## src/rtl/decode_stage_control_if.sv

```systemverilog
`default_nettype none
// ============================================================================
// Module      : decode_stage_control_if
// Description : Fetch, immediate-generator and execute side signals of the
//               RV32IM decode-stage controller.
// Revision    : 1.0 - initial release
// ============================================================================
interface decode_stage_control_if #(
  parameter int STALL_W = 16
);
  // fetch side
  logic               IF_VALID;
  logic               IF_READY;
  logic [31:0]        IF_INSTR;
  logic [31:0]        IF_PC;
  logic               FLUSH;
  // immediate generator
  logic [2:0]         IMM_SEL;
  logic [24:0]        IMM_IN;
  logic [31:0]        IMM_VALUE;
  // execute side
  logic               EX_VALID;
  logic               EX_READY;
  logic [31:0]        EX_IMM;
  logic [31:0]        EX_PC;
  logic [4:0]         EX_RD;
  logic [4:0]         EX_RS1;
  logic [4:0]         EX_RS2;
  logic               EX_ILLEGAL;
  logic [STALL_W-1:0] STALL_COUNT;

  // Decode stage view
  modport slave (
    input  IF_VALID, IF_INSTR, IF_PC, FLUSH, IMM_VALUE, EX_READY,
    output IF_READY, IMM_SEL, IMM_IN,
    output EX_VALID, EX_IMM, EX_PC, EX_RD, EX_RS1, EX_RS2, EX_ILLEGAL,
    output STALL_COUNT
  );

  // Environment view: fetch, immediate generator and execute
  modport master (
    output IF_VALID, IF_INSTR, IF_PC, FLUSH, IMM_VALUE, EX_READY,
    input  IF_READY, IMM_SEL, IMM_IN,
    input  EX_VALID, EX_IMM, EX_PC, EX_RD, EX_RS1, EX_RS2, EX_ILLEGAL,
    input  STALL_COUNT
  );
endinterface
`default_nettype wire

```

## src/rtl/decode_stage_control.sv

```systemverilog
`default_nettype none
// ============================================================================
// Module      : decode_stage_control
// Description : RV32IM decode-stage controller: immediate select decode,
//               ID/EX register, load-use bubble insertion and flush handling.
// Revision    : 1.0 - initial release
// ============================================================================
module decode_stage_control #(
  parameter int STALL_W = 16
) (
  input  wire logic             CLK,
  input  wire logic             RESET,
  decode_stage_control_if.slave bus
);

  localparam logic [6:0] c_OPC_LUI    = 7'b0110111;
  localparam logic [6:0] c_OPC_AUIPC  = 7'b0010111;
  localparam logic [6:0] c_OPC_JAL    = 7'b1101111;
  localparam logic [6:0] c_OPC_JALR   = 7'b1100111;
  localparam logic [6:0] c_OPC_BRANCH = 7'b1100011;
  localparam logic [6:0] c_OPC_LOAD   = 7'b0000011;
  localparam logic [6:0] c_OPC_STORE  = 7'b0100011;
  localparam logic [6:0] c_OPC_OPIMM  = 7'b0010011;
  localparam logic [6:0] c_OPC_OP     = 7'b0110011;

  localparam logic [2:0] c_SEL_U     = 3'b000;
  localparam logic [2:0] c_SEL_J     = 3'b001;
  localparam logic [2:0] c_SEL_S     = 3'b010;
  localparam logic [2:0] c_SEL_B     = 3'b011;
  localparam logic [2:0] c_SEL_I     = 3'b100;
  localparam logic [2:0] c_SEL_SHAMT = 3'b101;
  localparam logic [2:0] c_SEL_ZERO  = 3'b111;

  localparam logic [STALL_W-1:0] c_STALL_MAX = {STALL_W{1'b1}};

  // instruction fields
  logic [6:0] w_opcode;
  logic [2:0] w_funct3;
  logic [4:0] w_rd;
  logic [4:0] w_rs1;
  logic [4:0] w_rs2;

  assign w_opcode = bus.IF_INSTR[6:0];
  assign w_funct3 = bus.IF_INSTR[14:12];
  assign w_rd     = bus.IF_INSTR[11:7];
  assign w_rs1    = bus.IF_INSTR[19:15];
  assign w_rs2    = bus.IF_INSTR[24:20];

  // classification
  logic [2:0] w_imm_sel;
  logic       w_illegal;
  logic       w_uses_rs1;
  logic       w_uses_rs2;
  logic       w_is_load;

  always_comb begin
    w_imm_sel  = c_SEL_ZERO;
    w_illegal  = 1'b0;
    w_uses_rs1 = 1'b0;
    w_uses_rs2 = 1'b0;
    w_is_load  = 1'b0;
    case (w_opcode)
      c_OPC_LUI, c_OPC_AUIPC: w_imm_sel = c_SEL_U;
      c_OPC_JAL:              w_imm_sel = c_SEL_J;
      c_OPC_STORE: begin
        w_imm_sel  = c_SEL_S;
        w_uses_rs1 = 1'b1;
        w_uses_rs2 = 1'b1;
      end
      c_OPC_BRANCH: begin
        w_imm_sel  = c_SEL_B;
        w_uses_rs1 = 1'b1;
        w_uses_rs2 = 1'b1;
      end
      c_OPC_LOAD: begin
        w_imm_sel  = c_SEL_I;
        w_uses_rs1 = 1'b1;
        w_is_load  = 1'b1;
      end
      c_OPC_JALR: begin
        w_imm_sel  = c_SEL_I;
        w_uses_rs1 = 1'b1;
      end
      c_OPC_OPIMM: begin
        // SLLI/SRLI/SRAI carry a shift amount, not a signed immediate
        w_imm_sel  = (w_funct3 == 3'b001 || w_funct3 == 3'b101) ? c_SEL_SHAMT : c_SEL_I;
        w_uses_rs1 = 1'b1;
      end
      c_OPC_OP: begin
        w_imm_sel  = c_SEL_ZERO;
        w_uses_rs1 = 1'b1;
        w_uses_rs2 = 1'b1;
      end
      default: begin
        w_imm_sel = c_SEL_ZERO;
        w_illegal = 1'b1;
      end
    endcase
  end

  // state
  logic               ex_valid_q,     ex_valid_d;
  logic [31:0]        ex_imm_q,       ex_imm_d;
  logic [31:0]        ex_pc_q,        ex_pc_d;
  logic [4:0]         ex_rd_q,        ex_rd_d;
  logic [4:0]         ex_rs1_q,       ex_rs1_d;
  logic [4:0]         ex_rs2_q,       ex_rs2_d;
  logic               ex_illegal_q,   ex_illegal_d;
  logic               load_pending_q, load_pending_d;
  logic [4:0]         load_rd_q,      load_rd_d;
  logic [STALL_W-1:0] stall_count_q,  stall_count_d;

  // handshake
  logic w_slot_free;
  logic w_hazard;
  logic w_if_ready;
  logic w_accept;

  assign w_slot_free = !ex_valid_q || bus.EX_READY;
  assign w_hazard    = load_pending_q && bus.IF_VALID &&
                       ((w_uses_rs1 && (w_rs1 == load_rd_q)) ||
                        (w_uses_rs2 && (w_rs2 == load_rd_q)));
  assign w_if_ready  = RESET && !bus.FLUSH && !w_hazard && w_slot_free;
  assign w_accept    = bus.IF_VALID && w_if_ready;

  always_comb begin
    ex_valid_d     = ex_valid_q;
    ex_imm_d       = ex_imm_q;
    ex_pc_d        = ex_pc_q;
    ex_rd_d        = ex_rd_q;
    ex_rs1_d       = ex_rs1_q;
    ex_rs2_d       = ex_rs2_q;
    ex_illegal_d   = ex_illegal_q;
    load_pending_d = load_pending_q;
    load_rd_d      = load_rd_q;
    stall_count_d  = stall_count_q;

    if (bus.FLUSH) begin
      ex_valid_d     = 1'b0;
      load_pending_d = 1'b0;
    end else if (w_accept) begin
      ex_valid_d   = 1'b1;
      ex_imm_d     = bus.IMM_VALUE;
      ex_pc_d      = bus.IF_PC;
      ex_rd_d      = w_rd;
      ex_rs1_d     = w_rs1;
      ex_rs2_d     = w_rs2;
      ex_illegal_d = w_illegal;
      // a load into x0 never produces a value to wait for
      if (w_is_load && (w_rd != 5'd0)) begin
        load_pending_d = 1'b1;
        load_rd_d      = w_rd;
      end else begin
        load_pending_d = 1'b0;
      end
    end else if (w_hazard && w_slot_free) begin
      ex_valid_d     = 1'b0;
      load_pending_d = 1'b0;
      if (stall_count_q != c_STALL_MAX) begin
        stall_count_d = stall_count_q + STALL_W'(1);
      end
    end else if (bus.EX_READY) begin
      ex_valid_d = 1'b0;
    end
  end

  always_ff @(posedge CLK) begin
    if (!RESET) begin
      ex_valid_q     <= 1'b0;
      ex_imm_q       <= 32'd0;
      ex_pc_q        <= 32'd0;
      ex_rd_q        <= 5'd0;
      ex_rs1_q       <= 5'd0;
      ex_rs2_q       <= 5'd0;
      ex_illegal_q   <= 1'b0;
      load_pending_q <= 1'b0;
      load_rd_q      <= 5'd0;
      stall_count_q  <= '0;
    end else begin
      ex_valid_q     <= ex_valid_d;
      ex_imm_q       <= ex_imm_d;
      ex_pc_q        <= ex_pc_d;
      ex_rd_q        <= ex_rd_d;
      ex_rs1_q       <= ex_rs1_d;
      ex_rs2_q       <= ex_rs2_d;
      ex_illegal_q   <= ex_illegal_d;
      load_pending_q <= load_pending_d;
      load_rd_q      <= load_rd_d;
      stall_count_q  <= stall_count_d;
    end
  end

  assign bus.IF_READY    = w_if_ready;
  assign bus.IMM_SEL     = w_imm_sel;
  assign bus.IMM_IN      = bus.IF_INSTR[31:7];
  assign bus.EX_VALID    = ex_valid_q;
  assign bus.EX_IMM      = ex_imm_q;
  assign bus.EX_PC       = ex_pc_q;
  assign bus.EX_RD       = ex_rd_q;
  assign bus.EX_RS1      = ex_rs1_q;
  assign bus.EX_RS2      = ex_rs2_q;
  assign bus.EX_ILLEGAL  = ex_illegal_q;
  assign bus.STALL_COUNT = stall_count_q;

endmodule
`default_nettype wire

```

## src/flat_wrapper.sv

```systemverilog
// flat-port wrapper written by rule: the top's interface ports become plain ports
module decode_stage_control_flat 
#(
  parameter int STALL_W = 16
)
  (CLK, RESET, bus_IF_VALID, bus_IF_INSTR, bus_IF_PC, bus_FLUSH, bus_IMM_VALUE, bus_EX_READY, bus_IF_READY, bus_IMM_SEL, bus_IMM_IN, bus_EX_VALID, bus_EX_IMM, bus_EX_PC, bus_EX_RD, bus_EX_RS1, bus_EX_RS2, bus_EX_ILLEGAL, bus_STALL_COUNT);
  decode_stage_control_if #(.STALL_W(STALL_W)) bus_i ();
  input  wire logic CLK;
  input  wire logic RESET;
  input wire logic [$bits(bus_i.IF_VALID)-1:0] bus_IF_VALID;
  input wire logic [$bits(bus_i.IF_INSTR)-1:0] bus_IF_INSTR;
  input wire logic [$bits(bus_i.IF_PC)-1:0] bus_IF_PC;
  input wire logic [$bits(bus_i.FLUSH)-1:0] bus_FLUSH;
  input wire logic [$bits(bus_i.IMM_VALUE)-1:0] bus_IMM_VALUE;
  input wire logic [$bits(bus_i.EX_READY)-1:0] bus_EX_READY;
  output wire logic [$bits(bus_i.IF_READY)-1:0] bus_IF_READY;
  output wire logic [$bits(bus_i.IMM_SEL)-1:0] bus_IMM_SEL;
  output wire logic [$bits(bus_i.IMM_IN)-1:0] bus_IMM_IN;
  output wire logic [$bits(bus_i.EX_VALID)-1:0] bus_EX_VALID;
  output wire logic [$bits(bus_i.EX_IMM)-1:0] bus_EX_IMM;
  output wire logic [$bits(bus_i.EX_PC)-1:0] bus_EX_PC;
  output wire logic [$bits(bus_i.EX_RD)-1:0] bus_EX_RD;
  output wire logic [$bits(bus_i.EX_RS1)-1:0] bus_EX_RS1;
  output wire logic [$bits(bus_i.EX_RS2)-1:0] bus_EX_RS2;
  output wire logic [$bits(bus_i.EX_ILLEGAL)-1:0] bus_EX_ILLEGAL;
  output wire logic [$bits(bus_i.STALL_COUNT)-1:0] bus_STALL_COUNT;
  assign bus_i.IF_VALID = bus_IF_VALID;
  assign bus_i.IF_INSTR = bus_IF_INSTR;
  assign bus_i.IF_PC = bus_IF_PC;
  assign bus_i.FLUSH = bus_FLUSH;
  assign bus_i.IMM_VALUE = bus_IMM_VALUE;
  assign bus_i.EX_READY = bus_EX_READY;
  assign bus_IF_READY = bus_i.IF_READY;
  assign bus_IMM_SEL = bus_i.IMM_SEL;
  assign bus_IMM_IN = bus_i.IMM_IN;
  assign bus_EX_VALID = bus_i.EX_VALID;
  assign bus_EX_IMM = bus_i.EX_IMM;
  assign bus_EX_PC = bus_i.EX_PC;
  assign bus_EX_RD = bus_i.EX_RD;
  assign bus_EX_RS1 = bus_i.EX_RS1;
  assign bus_EX_RS2 = bus_i.EX_RS2;
  assign bus_EX_ILLEGAL = bus_i.EX_ILLEGAL;
  assign bus_STALL_COUNT = bus_i.STALL_COUNT;
  decode_stage_control #(.STALL_W(STALL_W)) u_core (.CLK(CLK), .RESET(RESET), .bus(bus_i));
endmodule
```

## config.mk

```make
export PLATFORM = sky130hd
export DESIGN_NAME = decode_stage_control_flat
export DESIGN_NICKNAME = d
export VERILOG_FILES = /design/src/rtl/decode_stage_control_if.sv /design/src/rtl/decode_stage_control.sv /design/src/flat_wrapper.sv
export SDC_FILE = /design/constraint.sdc
export NUM_CORES = 1
export LEC_CHECK = 0
export CORE_AREA = 10 10 138 102
export CTS_CLUSTER_SIZE = 30
export DETAILED_ROUTE_END_ITERATION = 8
export DIE_AREA = 0 0 148 112
export HOLD_SLACK_MARGIN = 0.06
export PLACE_DENSITY = 0.87
export SLEW_MARGIN = 20
export SYNTH_ARGS = -nofsm -noshare
export SYNTH_HDL_FRONTEND = slang
export SYNTH_SLANG_ARGS = --single-unit
```

## constraint.sdc

```tcl
create_clock -name CLK -period 2.3 [get_ports CLK]
set_clock_uncertainty 0.05 [all_clocks]
set_input_delay 0.575 -clock CLK [delete_from_list [all_inputs] [get_ports CLK]]
set_output_delay 0.575 -clock CLK [all_outputs]
set_load 0.02 [all_outputs]
```

Yosys cells after proc, flatten, opt, wreduce, memory -nomap -nowiden
Cells that the tools add are included.
{ "op_classes": {"add_sub_neg": 1, "n_bitwise": 3, "n_reduce_logical": 28, "mux": 12, "eq_ne": 14} }
{ "op_table": {"columns": ["cell", "n"], "rows": [
  ["$eq A7 B6 Y1 const B", 3],
  ["$eq A7 B7 Y1 const B", 3],
  ["$pmux W3 S6", 1],
  ["$add A16 B1 Y16 const B", 1],
  ["$ne A16 B16 Y1 const B", 1],
  ["$eq A7 B5 Y1 const B", 2],
  ["$mux W1", 11],
  ["$eq A5 B5 Y1", 2],
  ["$logic_and A1 B1 Y1", 10],
  ["$reduce_or A9 Y1", 1],
  ["$eq A7 B2 Y1 const B", 1],
  ["$reduce_or A2 Y1", 3],
  ["$reduce_or A6 Y1", 1],
  ["$reduce_bool A5 Y1", 1],
  ["$reduce_and A4 Y1", 1],
  ["$eq A3 B1 Y1 const B", 1],
  ["$eq A3 B3 Y1 const B", 1],
  ["$logic_not A1 Y1", 3],
  ["$logic_or A1 B1 Y1", 3],
  ["$not A1 Y1", 3],
  ["$reduce_and A3 Y1", 1],
  ["$reduce_bool A3 Y1", 1],
  ["$reduce_or A3 Y1", 1],
  ["$reduce_and A2 Y1", 1],
  ["$reduce_bool A2 Y1", 1]
]} }
{ "totals": {"out_inout_bits": 126, "word_cells": 68, "register_bits": 103} }

Depth between registers and ports, before layout
Gate-level depths: netlist of run 1.
{ "logic_depth": {"depth_word": 12, "mapped_depth": 9, "ltp_nobuf": 7} }

Worst setup path before layout of run 1
No wires, ideal clock.
{ "synth_path": {"path_type": "input to output", "start": "input port bus_IF_INSTR[2]", "end": "output port bus_IMM_SEL[0]", "slack_ns": -0.236, "t_arrival_ns": 1.911, "cell_stages": 5, "cell_sequence": "buf_6 -> nor2_1 -> nand3_1 -> or3_1 -> o311ai_1"} }
{ "synth_between": {"elab_chain_cells": 3, "elab_cells_between_ends": 11, "cone_classes": "8 x eq/ne; 1 x mux; 2 x reduce/logical"} }
{ "synth_lines": {"columns": ["element", "line_no", "source"], "rows": [
  ["start: declaration", "flat_wrapper.sv:11", "input wire logic [$bits(bus_i.IF_INSTR)-1:0] bus_IF_INSTR;"],
  ["$eq A7 B2 Y1 (tied with other cells)", "decode_stage_control.sv:62", "case (w_opcode)"],
  ["$reduce_or A2 Y1 (on tied branches)", null, null],
  ["$pmux W3 S6 (*)", "decode_stage_control.sv:62", null],
  ["end: declaration", "flat_wrapper.sv:17", "output wire logic [$bits(bus_i.IMM_SEL)-1:0] bus_IMM_SEL;"]
]} }
Every way passes the cells marked *; elsewhere a longest branch is shown, timed or not.

Worst setup path in the final report of run 1
{ "layout_path": {"start": "input port bus_IF_INSTR[3]", "end": "output port bus_IF_READY"} }
{ "layout_between": {"elab_chain_cells": 9, "elab_cells_between_ends": 17, "cone_classes": "6 x eq/ne; 2 x mux; 9 x reduce/logical"} }
{ "layout_lines": {"columns": ["element", "line_no", "source"], "rows": [
  ["$eq A7 B6 Y1 (tied with other cells)", "decode_stage_control.sv:62", null],
  ["$reduce_or A6 Y1 (no source line) / $reduce_or A3 Y1 (equally long branches)", null, null],
  ["$mux W1", "decode_stage_control.sv:62", null],
  ["$logic_and A1 B1 Y1 (on tied branches)", "decode_stage_control.sv:121, decode_stage_control.sv:122", null],
  ["$logic_or A1 B1 Y1 (*)", "decode_stage_control.sv:121", "((w_uses_rs1 && (w_rs1 == load_rd_q)) ||"],
  ["$logic_and A1 B1 Y1 (*)", "decode_stage_control.sv:120", "assign w_hazard = load_pending_q && bus.IF_VALID &&"],
  ["$logic_not A1 Y1 (*)", "decode_stage_control.sv:123", "assign w_if_ready = RESET && !bus.FLUSH && !w_hazard && w_slot_free;"],
  ["$logic_and A1 B1 Y1 (*) (2 in series)", "decode_stage_control.sv:123", null],
  ["end: declaration", "flat_wrapper.sv:16", "output wire logic [$bits(bus_i.IF_READY)-1:0] bus_IF_READY;"]
]} }
Marks and branches as above.

==> results of run 1 <==
## placed cells by master, fill, tap and decap left out, types with 7 or more instances in the layout
| cell | instances |
|---|---|
| dlygate4sd2_1 | 8 |
| clkbuf_16 | 10 |
| mux2i_1 | 85 |
| nand4_1 | 7 |
| nor2_1 | 90 |
| a21oi_1 | 11 |
| buf_2 | 9 |
| o21ai_1 | 7 |
| nand3_1 | 9 |
| clkdlybuf4s50_1 | 182 |
| xnor2_2 | 8 |
| buf_4 | 59 |
| nand2_1 | 22 |
| dfxtp_1 | 98 |
## synthesized netlist by cell type, types with 2 or more instances
| master | count |
|---|---|
| a21boi_1 | 2 |
| a21oi_1 | 12 |
| buf_2 | 2 |
| buf_4 | 26 |
| buf_6 | 9 |
| clkbuf_1 | 11 |
| dfxtp_1 | 103 |
| inv_1 | 5 |
| inv_2 | 2 |
| mux2i_1 | 85 |
| nand2_1 | 23 |
| nand2b_1 | 3 |
| nand3_1 | 12 |
| nand4_1 | 7 |
| nor2_1 | 93 |
| nor3_1 | 2 |
| o21ai_0 | 4 |
| o21ai_1 | 7 |
| o31ai_1 | 5 |
| or3_1 | 7 |
| or4_1 | 6 |
| xnor2_1 | 10 |
| xor2_1 | 3 |
## layout make-up
cell class	count	area, sq um	share of cell area
clock buffer	11	242.7	0.03283
clock inverter	5	46.29	0.006261
inverter	7	28.78	0.003892
multi-input combinational	305	2231	0.3017
sequential	103	2068	0.2797
tap	157	196.4	0.02657
timing repair buffer	273	2581	0.3491
## power groups by stage
stage               registers (uW)  logic (uW)  clock network (uW)
floorplan                     1950         248                   0
global placement              1890         634                   0
detailed placement            1900         652                   0
CTS                           1860         669                1540
global route                  1860         725                1610
finish                        1860         684                1500
## layer usage
layer	global-route usage	routed length, microns	vias to the layer above
met4	0.05731	301	0
met3	0.07362	1337	25
met2	0.3089	7733	169
li1	-	-	2039
met1	0.1865	6158	2024
met5	0	0	-
## worst min-delay path by stage
stage | startpoint | endpoint | slack [ns] | cells past startpoint
CTS | u_core.bus.EX_IMM[17] | u_core.bus.EX_IMM[17] | 0.45 | 2
detailed placement | u_core.bus.EX_IMM[4] | u_core.bus.EX_IMM[4] | 0.43 | 2
floorplan | u_core.load_rd_q[1] | u_core.load_rd_q[1] | 0.42 | 2
global route | u_core.bus.EX_PC[28] | u_core.bus.EX_PC[28] | 0.47 | 2
finish | u_core.bus.EX_RS2[4] | u_core.bus.EX_RS2[4] | 0.45 | 2
global placement | u_core.bus.EX_IMM[25] | u_core.bus.EX_IMM[25] | 0.42 | 2
## registers in the layout, indices dropped and copies added, names as in the netlist
register                flops
u_core.bus.EX_IMM          32
u_core.bus.EX_PC           32
u_core.bus.STALL_COUNT     16
u_core.bus.EX_RD            5
u_core.bus.EX_RS1           5
u_core.bus.EX_RS2           5
u_core.load_rd_q            5
u_core.bus.EX_ILLEGAL       1
u_core.bus.EX_VALID         1
u_core.load_pending_q       1
## repair_timing
action,CTS,global route
gates cloned,0,1
pin swaps,16,12
gates resized for setup,116,16
buffers inserted,9,7
setup endpoints to repair,118,51
endpoints found under the hold margin,0,0
## kinds of logic after synthesis
logic type	after synthesis
flip-flops	103
buffers and inverters	55
XOR/XNOR	13
AND/OR/NAND/NOR	163
AO/OA/AOI/OAI	43
adder cells (fa/ha/maj)	1
multiplexers	85
## tightest hold or removal path, stage by stage, from the launching register on
cell	delay, ns
dfxtp_1	0.33
mux2i_1	0.07
nor2_1	0.07
## per-stage QoR
stage / setup WS, ns / TNS (ns) / total power, uW
2_1_floorplan: 0.01400 / 0 / 2202
3_3_place_gp: -0.9613 / -52.80 / 2528
3_5_place_dp: -1.045 / -58.43 / 2549
4_1_cts: -0.04984 / -0.09144 / 4061
5_1_grt: -0.1104 / -0.1678 / 4201
6_report: -0.04796 / -0.06579 / 4041
==> impl_metrics.ini, run 1 <==
[synth]
async_flop_share = 0
synth-adder-area-share = 0.002792
yosysWarningCount = 0
yosysSeqAreaShare = 0.4601
synth-edff-count = 0
ys_types = 47
synth-simple-area-share = 0.1720
synthesis.area_sq_um = 4482
syn_inst = 463
syn_avg_cell_area_sq_um = 9.680
synth_compound_area_frac = 0.06644
ys_ff_latch = 103
synth_nets = 565
synth.area.mux_share = 0.1898
synth_top_family_by_area = multiplexers
synth_xor_area_frac = 0.02540
synth_top_flop_cell = dfxtp_1
synth_top_area_frac = 0.4601
yosys.area.top_type = dfxtp_1
synth_area_leaders = dfxtp_1 46%, mux2i_1 19%, nor2_1 7.8%

[power]
p_switching_uw = 1050
p_comb_frac = 0.169
pwr-share-clk = 0.372
seq_power_share = 0.459
swShare = 0.2599
power_density_nw_per_um2 = 546.5
p_int_uw = 2991
p_leak_uw = 0.002716
peakVddDrop_mv = 0.3928

[die]
io_pins = 227
core_sq_um = 11480
fp.dieH_microns = 112
rows = 33
initial_utilization = 0.3905
dieWidth_microns = 148
dieArea_sq_um = 16580

[placed_design]
place_area_sq_um = 6833
hpwlAfterDp_mm = 11.34
place.port_buffers = 210
gp_congestion = 0.8210
dp.cells = 828

[setup_path]
critPathCaptureType = output port
critPathCapture = bus_IF_READY
startpoint = bus_IF_INSTR[3]
path_buf_inv = 2
worst_r2r_path_depth = 10
crit_chain = buf_8 -> and4bb_1 -> nand4_1 -> o22ai_4 -> nand3_2 -> and3_4 -> buf_6
r2r-end = u_core.bus.EX_IMM[28]
path_depth = 7
critPathKind = primary input to output port
crit_arrival_ns = 1.72
timing.rr.start = u_core.load_rd_q[0]
worst_path_largest_cell_delay_ns = 0.31
cp_top_family = simple AND/OR/NAND/NOR gates
path_max_fanout = 5
cp_slowest_cell = and4bb_1
critPathLaunchType = primary input
r2r_setup_slack_ns = 0.11
critPathRequiredTime_ns = 1.67

[cts]
cts_buffers = 9
hold_buffers = 0
clkSinkCount = 103
clock_path_buffers = 2
htreeDepth = 3
cts_tree = built
root_buffer = clkbuf_16
insertion_delay_ns = 0.34
cts.clk_slew.worst_paths_ns = 0.07

[global_routing]
grtUsageTotal = 0.1757
grt_pass1_wl_mm = 23.91
grt_max_degree = 95
grt_pass1_vias = 4542
globalRoute.totalOverflow = 0
antenna_found_initial = 0

[cells_and_area]
fin_nets = 801
fin_area_sq_um = 7395
area_delta_synth_final_pct = 64.99
final_util = 0.6442
drive_above_1_share = 0.1960
antenna_cells = 0
fin_cells = 861
fillCellCount = 913

[run_status]
status = complete, but fails checks
violations = setup timing

[timing]
period_needed_ns = 2.348
rsz0062_at_grt = true
hold_viol = 0
setup_viol = 2
maxSlewHeadroom = 0.3262
slew_violations = 0
fin_crit_sh = 1.021
timing.fmax_mhz = 425.9
whs_ns = 0.4453
fin_ws_ns = -0.04796
worst_pin_slew_ns = 1.011

[min_path]
min_path_type = flip-flop to flip-flop

[routing]
post_drt_wl_per_cell_microns = 18.04
vias = 4257
vias_per_cell = 4.944
routed_wl_mm = 15.53
dr.pass1.iters = 4
ant_nets = 0
drc_errors = 0
drt-initial-drc-count = 184

[run]
max_cap_violations = 0
Power figures use the tool's default switching activity.
==> run 2, diff against run 1 <==
- SLEW_MARGIN: 20 -> default
==> results of run 2 <==
Same layout as run 1: the final DEF is identical, and so are final timing and power.
